## config.mk

```make
export PLATFORM = sky130hd
export DESIGN_NAME = dataram_arbiter
export DESIGN_NICKNAME = d
export VERILOG_FILES = /design/src/rtl/dataram_pkg.sv /design/src/rtl/dataram_arbiter_arb2_pick.sv /design/src/rtl/dataram_arbiter.sv
export SDC_FILE = /design/constraint.sdc
export NUM_CORES = 1
export LEC_CHECK = 0
export ABC_AREA = 0
export ABC_CLOCK_PERIOD_IN_PS = 2300
export BUFFER_PORTS_ARGS = -buffer_cell sky130_fd_sc_hd__buf_2
export CORE_AREA = 4 4 115 117
export CTS_CLUSTER_DIAMETER = 150
export DETAILED_ROUTE_END_ITERATION = 7
export DIE_AREA = 0 0 119 121
export PLACE_DENSITY = 0.5
export SLEW_MARGIN = 20
export SYNTH_ARGS = -nofsm -noshare
export SYNTH_HDL_FRONTEND = slang
export SYNTH_HIERARCHICAL = 1
export SYNTH_SLANG_ARGS = --single-unit
```

## constraint.sdc

```tcl
create_clock -name clk -period 2.3 [get_ports clk]
set_input_delay 0.46 -clock clk [delete_from_list [all_inputs] [get_ports clk]]
set_output_delay 0.46 -clock clk [all_outputs]
set_load 0.005 [all_outputs]
```

## src/rtl/dataram_pkg.sv

```systemverilog
// rtl/dataram_pkg.sv - shared data RAM geometry and response owner encoding
package dataram_pkg;

  localparam int RAM_AW     = 30;
  localparam int RAM_DW     = 32;
  localparam int RAM_BE_W   = 4;
  localparam int RAM_IDX_W  = 12;
  localparam int RAM_RD_LAT = 1;

  typedef enum logic [1:0] {
    OWN_NONE = 2'd0,
    OWN_M0   = 2'd1,
    OWN_M1   = 2'd2
  } owner_e;

endpackage

```

## src/rtl/dataram_arbiter_arb2_pick.sv

```systemverilog
// rtl/dataram_arbiter_arb2_pick.sv - combinational two-way winner select
module arb2_pick (
  input  logic       req0_i,
  input  logic       req1_i,
  input  logic       prio1_i,
  output logic [1:0] gnt_o
);

  // One-hot winner; prio1_i only matters under contention
  always_comb begin
    gnt_o = 2'b00;
    if (req0_i && req1_i) begin
      gnt_o = prio1_i ? 2'b10 : 2'b01;
    end else if (req0_i) begin
      gnt_o = 2'b01;
    end else if (req1_i) begin
      gnt_o = 2'b10;
    end
  end

endmodule

```

## src/rtl/dataram_arbiter.sv

```systemverilog
// rtl/dataram_arbiter.sv - two-master data RAM arbiter; DATARAM_ARB_RR_EN selects round-robin
module dataram_arbiter
  import dataram_pkg::*;
#(
  parameter int unsigned STARVE_MAX = 15,
  parameter int unsigned CNT_W      = 8
) (
  input  logic                clk,
  input  logic                rst_n,
  input  logic                m0_req_i,
  input  logic [RAM_BE_W-1:0] m0_we_i,
  input  logic [RAM_AW-1:0]   m0_addr_i,
  input  logic [RAM_DW-1:0]   m0_wdata_i,
  output logic                m0_gnt_o,
  output logic                m0_rvalid_o,
  output logic [RAM_DW-1:0]   m0_rdata_o,
  input  logic                m1_req_i,
  input  logic [RAM_BE_W-1:0] m1_we_i,
  input  logic [RAM_AW-1:0]   m1_addr_i,
  input  logic [RAM_DW-1:0]   m1_wdata_i,
  output logic                m1_gnt_o,
  output logic                m1_rvalid_o,
  output logic [RAM_DW-1:0]   m1_rdata_o,
  output logic [RAM_BE_W-1:0] ram_wea_o,
  output logic [RAM_AW-1:0]   ram_addra_o,
  output logic [RAM_DW-1:0]   ram_dina_o,
  input  logic [RAM_DW-1:0]   ram_douta_i
);

  logic [1:0] pick;
  logic       prio1;
  owner_e     rsp_owner_q, rsp_owner_d;

  arb2_pick u_pick (
    .req0_i  (m0_req_i),
    .req1_i  (m1_req_i),
    .prio1_i (prio1),
    .gnt_o   (pick)
  );

  // Grants are suppressed during reset so no write can reach the RAM
  assign m0_gnt_o = pick[0] & rst_n;
  assign m1_gnt_o = pick[1] & rst_n;

`ifdef DATARAM_ARB_RR_EN
  // rr_last_q = 1 means m1 held the most recent grant
  logic rr_last_q, rr_last_d;

  assign prio1 = ~rr_last_q;

  // Remember the last granted master; hold when idle
  always_comb begin
    rr_last_d = rr_last_q;
    if (m1_gnt_o) begin
      rr_last_d = 1'b1;
    end else if (m0_gnt_o) begin
      rr_last_d = 1'b0;
    end
  end

  // Round-robin history register
  always_ff @(posedge clk or negedge rst_n) begin
    if (!rst_n) begin
      rr_last_q <= 1'b1;
    end else begin
      rr_last_q <= rr_last_d;
    end
  end
`else
  logic [CNT_W-1:0] starve_q, starve_d;

  assign prio1 = (starve_q >= CNT_W'(STARVE_MAX));

  // Count refused m1 cycles, saturating; any m1 grant or idle m1 clears it
  always_comb begin
    starve_d = '0;
    if (m1_req_i && !m1_gnt_o) begin
      starve_d = (starve_q >= CNT_W'(STARVE_MAX)) ? starve_q : starve_q + 1'b1;
    end
  end

  // Starvation counter register
  always_ff @(posedge clk or negedge rst_n) begin
    if (!rst_n) begin
      starve_q <= '0;
    end else begin
      starve_q <= starve_d;
    end
  end
`endif

  // Steer the granted payload to the RAM; m0 payload is the idle default
  always_comb begin
    ram_wea_o   = '0;
    ram_addra_o = m0_addr_i;
    ram_dina_o  = m0_wdata_i;
    if (m1_gnt_o) begin
      ram_wea_o   = m1_we_i;
      ram_addra_o = m1_addr_i;
      ram_dina_o  = m1_wdata_i;
    end else if (m0_gnt_o) begin
      ram_wea_o = m0_we_i;
    end
  end

  // Owner of the response that the RAM returns next cycle
  always_comb begin
    rsp_owner_d = OWN_NONE;
    if (m0_gnt_o) begin
      rsp_owner_d = OWN_M0;
    end else if (m1_gnt_o) begin
      rsp_owner_d = OWN_M1;
    end
  end

  // Response pipeline register; reset drops any in-flight response
  always_ff @(posedge clk or negedge rst_n) begin
    if (!rst_n) begin
      rsp_owner_q <= OWN_NONE;
    end else begin
      rsp_owner_q <= rsp_owner_d;
    end
  end

  assign m0_rvalid_o = (rsp_owner_q == OWN_M0);
  assign m1_rvalid_o = (rsp_owner_q == OWN_M1);
  assign m0_rdata_o  = ram_douta_i;
  assign m1_rdata_o  = ram_douta_i;

endmodule

```

# Word-level counts from Yosys, hierarchy flattened
# Cells that the tools add are included.
[totals] regBits=10 latchBits=0 ram_bits=0 rom_bits=0 inputBits=168 output_inout_bits=134 word_cells=24 memories=0
[classes] addsub=1 mul=0 div=0 n_lt_le_gt_ge=1 eq_ne=3 shifts=0 muxes=12 bitwise=2 reduce_logical=3
[ops] cell="two-way mux 32 bit" count=1
[ops] cell="two-way mux 30 bit" count=1
[ops] cell="two-way mux 8 bit" count=2
[ops] cell="two-way mux 2 bit" count=6
[ops] cell="adder 8 x 1 -> 8 bit (second input constant)" count=1
[ops] cell=">= comparator 8 x 4 -> 1 bit (second input constant)" count=1
[ops] cell="two-way mux 4 bit" count=2
[ops] cell="AND 1 bit" count=2
[ops] cell="equality test 2 x 1 -> 1 bit (second input constant)" count=1
[ops] cell="equality test 2 bit (second input constant)" count=1
[ops] cell="logical AND 1 bit" count=2
[ops] cell="inequality test 2 bit (second input constant)" count=1
[ops] cell="logical NOT 1 bit" count=1

# Depth between registers and ports, before layout
[logic_depth] depth_word=7 mapped_depth=11 depth_no_buf=8

# Modules after synthesis
# Netlist, hierarchy kept.
[by_module_without_submodules] mod="dataram_arbiter" n_inst=1 cells_each=190 area_each_um2=1726.7 seq_area_each_um2=250.2
[by_module_without_submodules] mod="arb2_pick" n_inst=1 cells_each=3 area_each_um2=18.8 seq_area_each_um2=0.0

# Worst setup path before layout
# OpenSTA, ideal clock, no wires.
[synth_path] path_kind="register to output" from="register starve_q[5]" to="output port ram_addra_o[25]" t_arrival_ns=2.001 t_required_ns=1.840 path_slack_ns=-0.161 stages_incl_launch_ff=10 n_path_buf=3 path_cell_list="dfrtp_1 nor4_1 nand2_1 inv_1 a21boi_1 buf_2 nand2_1 buf_4 buf_2 mux2_2"
[synth_via] elab_chain_cells=5
[synth_rtl] item="start: declaration" line_no="dataram_arbiter.sv:70" source="logic [CNT_W-1:0] starve_q, starve_d;"
[synth_rtl] item="start signal: assignment" line_no="dataram_arbiter.sv:87" source="starve_q <= starve_d;"
[synth_rtl] item=">= comparator 8 x 4 -> 1 bit" line_no="dataram_arbiter.sv:72" source="assign prio1 = (starve_q >= CNT_W'(STARVE_MAX));"
[synth_rtl] item="via prio1" line_no="dataram_arbiter.sv:31" source="logic prio1;"
[synth_rtl] item="two-way mux 2 bit" line_no="dataram_arbiter_arb2_pick.sv:13" source="gnt_o = prio1_i ? 2'b10 : 2'b01;"
[synth_rtl] item="two-way mux 2 bit" line_no="dataram_arbiter_arb2_pick.sv:12" source="if (req0_i && req1_i) begin"
[synth_rtl] item="via pick[1]" line_no="dataram_arbiter.sv:30" source="logic [1:0] pick;"
[synth_rtl] item="AND 1 bit" line_no="dataram_arbiter.sv:43" source="assign m1_gnt_o = pick[1] & rst_n;"
[synth_rtl] item="two-way mux 30 bit" line_no="dataram_arbiter.sv:97" source="if (m1_gnt_o) begin"
[synth_rtl] item="end: declaration" line_no="dataram_arbiter.sv:25" source="output logic [RAM_AW-1:0] ram_addra_o,"
# The timed path passes the listed nets, and every way through them passes these cells.

# Final worst setup path
[layout_path] from="register starve_q[5]" to="output port ram_addra_o[1]"
# Same word-level chain as after synthesis.

==> flow_metrics.tcl <==
set metrics [dict create \
    outcome "complete, but fails checks" \
    failed_checks "negative setup slack" \
    cp.depth 9 \
    synth_area_mm2 0.001745 \
    crit_start "starve_q[5]" \
    rrSetupSlack_ns 0.48 \
    r2r-end "starve_q[2]" \
    layout_common_cells "buf_2, buf_6, mux2_4" \
    cap_violations 0 \
    period_minus_slack_ns 2.511 \
    rr_startpoint "starve_q[5]" \
    placed_cell_area_mm2 0.002561 \
    synth_enable_flop_cells 0 \
    fin_setup_tns_ns -9.330 \
    die_h_um 121 \
    reg2reg_depth 9 \
    tritoncts "yes" \
    final_common_cell "buf_2" \
    antenna_left 0 \
    max_freq_mhz 398.3 \
    end_kind "primary output" \
    multiInputGateArea_mm2 0.001159 \
    synth_top_family_by_area "multiplexers" \
    cellPowerDensity_mw_per_mm2 318.8 \
    numCtsBuffers 3 \
    start_kind "register" \
    yosys.area_share.simple_pct 10.39 \
    cp_slowest_cell "dfrtp_1" \
    ys_seq_area_share_pct 14.34 \
    grt_pass1_vias 2125 \
    fp.dieW_um 119 \
    finalHoldViolCount 0 \
    nFillCells 1351 \
    wirelength_um 8351 \
    critPathBufInv 4 \
    floorplan.initialDensity_pct 14.12 \
    cp_data_arrival_time_ns 2.05 \
    tightest_slew_ns 0.2446 \
    critical_path_class "reg -> out" \
    final_cells 525 \
    synth_area_leaders "mux2_2, buf_4, dfrtp_1, nand2_1, buf_2" \
    grt_overflow_total 0 \
    post-place-ws_ns 0.0007642 \
    port_buffers 205 \
    drt_iter0_drc 47 \
    h-tree-depth 1 \
    dr_total_vias 1952 \
    p_total_mw 1.052 \
    grt_start_max_net_pins 16 \
    fin_crit_sh_pct 109.2 \
    placed_cells 507 \
    hold_buffers 0 \
    synthAdderAreaFrac_pct 0.7168 \
    root_buffer "clkbuf_16" \
    synth-compound-area-share_pct 4.158 \
    final_util_pct 26.70 \
    hpwl_um 6474 \
    synthToLayoutAreaGrowth_pct 89.10 \
    die_area_mm2 0.01440 \
    critPathMaxFanout 6 \
    netlist_instances 193 \
    ys_warn_count 6 \
    drt-pass1-iter-count 4 \
    synth_xor_area_share_pct 0 \
    synthMuxAreaShare_pct 40.00 \
    slew_violations 0 \
    synth.distinct_cells 22 \
    min-delay-path-class "in -> async" \
    rows 41 \
    setup_viol 62 \
    grt_pass1_wl_um 11390 \
    antenna_cells 0 \
    grt.total_usage_pct 10.17 \
    path_delay_family "simple AND/OR/NAND/NOR gates" \
    antenna_found_initial 0 \
    relSlewSlack_pct 83.57 \
    path_cells "nor4_4 > nand2_2 > inv_2 > a21boi_4 > nand2_4 > buf_12 > clkbuf_16 > mux2_2 > buf_2" \
    synth_top_area_share_pct 40.00 \
    async_flop_share_pct 100.0 \
    gp_congestion 0.7872 \
    worst_slack_ns -0.2109 \
    final_nets 523 \
    seq_area_um2 250.2 \
    clk_latency_ns 0.24 \
    avgRoutedWirePerCell_um 15.91 \
    core_area_mm2 0.01236 \
    pin_count 302 \
    avgSynthCellArea_um2 9.044 \
    peakVddDrop_uv 161.3 \
    whs_ns 0.2003 \
    layout-drive-gt1-share_pct 85.84 \
    fin_skew_ns 0.003526 \
    drc 0 \
    critPathRequiredTime_ns 1.84 \
    rsz0062_at_grt "true" \
    cpPeakStageDelay_ns 0.40 \
    synth-seq-cells 10 \
    via_per_inst 3.718 \
    ys.flop_type "dfrtp_1" \
    final_area_mm2 0.003301 \
    clock_path_buffers 2 \
    cts_sinks 10 \
    synth_top_cell_by_area "mux2_2" \
    p_leak_nw 1.871 \
    synthesis.nets 362 \
    cts.clk_slew.worst_paths_ns 0.04 \
]
-- area by class of cell --
cell class	count	area share, %
Clock buffer	4	2.691
Inverter	2	0.2274
Multi-Input combinational cell	109	35.10
Sequential cell	10	7.581
Tap cell	172	6.520
Timing Repair Buffer	228	47.88
-- worst register-to-register path: cells and delay by family (launching register included) --
kind	cells	cell delay, ns
AO/OA/AOI/OAI	1	0.06
buffers and inverters	3	0.44
flip-flops	1	0.40
AND/OR/NAND/NOR	5	0.84
-- layer usage --
metal | global-route usage, % | wire length (µm)
met1 | 11.96 | 3177
met2 | 17.34 | 4268
met3 | 3.869 | 813
met4 | 2.679 | 91
met5 | 0 | 0
-- flip-flops by register name, indices dropped and copies added (netlist names) --
signal / cells
starve_q: 8
rsp_owner_q: 2
-- power breakdown --
group          leakage (nW)  switching (mW)  internal, mW  total (mW)
registers             0.136         0.00358         0.182       0.185
clock network        0.0442          0.0890         0.262       0.351
logic                  1.69           0.180         0.336       0.516
-- how the worst max path moves through the flow --
stage	end	slack, ns
detailed placement	ram_addra_o[22]	0.0008
floorplan	ram_addra_o[25]	0.02
global route	ram_addra_o[1]	-0.31
finish	ram_addra_o[1]	-0.21
global placement	ram_addra_o[22]	0.009
CTS	ram_dina_o[31]	-0.22
-- cells in the mapped netlist (3+ instances only) --
cell	number
a21oi_1	4
and2_1	5
and3_1	4
buf_2	7
buf_4	65
dfrtp_1	10
mux2_2	62
nand2_1	11
nand3_1	3
o21ai_0	6
-- cells by family after synthesis --
| group | after synthesis |
|---|---|
| buffers and inverters | 74 |
| AO/OA/AOI/OAI | 13 |
| multiplexers | 62 |
| flip-flops | 10 |
| AND/OR/NAND/NOR | 33 |
| adder cells (fa/ha/maj) | 1 |
-- timing repair --
action                                 CTS  global route
gates resized for setup                 79            23
setup endpoints to repair               64            67
gates cloned                             4             2
endpoints found under the hold margin    0             0
setup buffers                            9             2
pin swaps                                3             1
(Power assumes the default switching activity.)
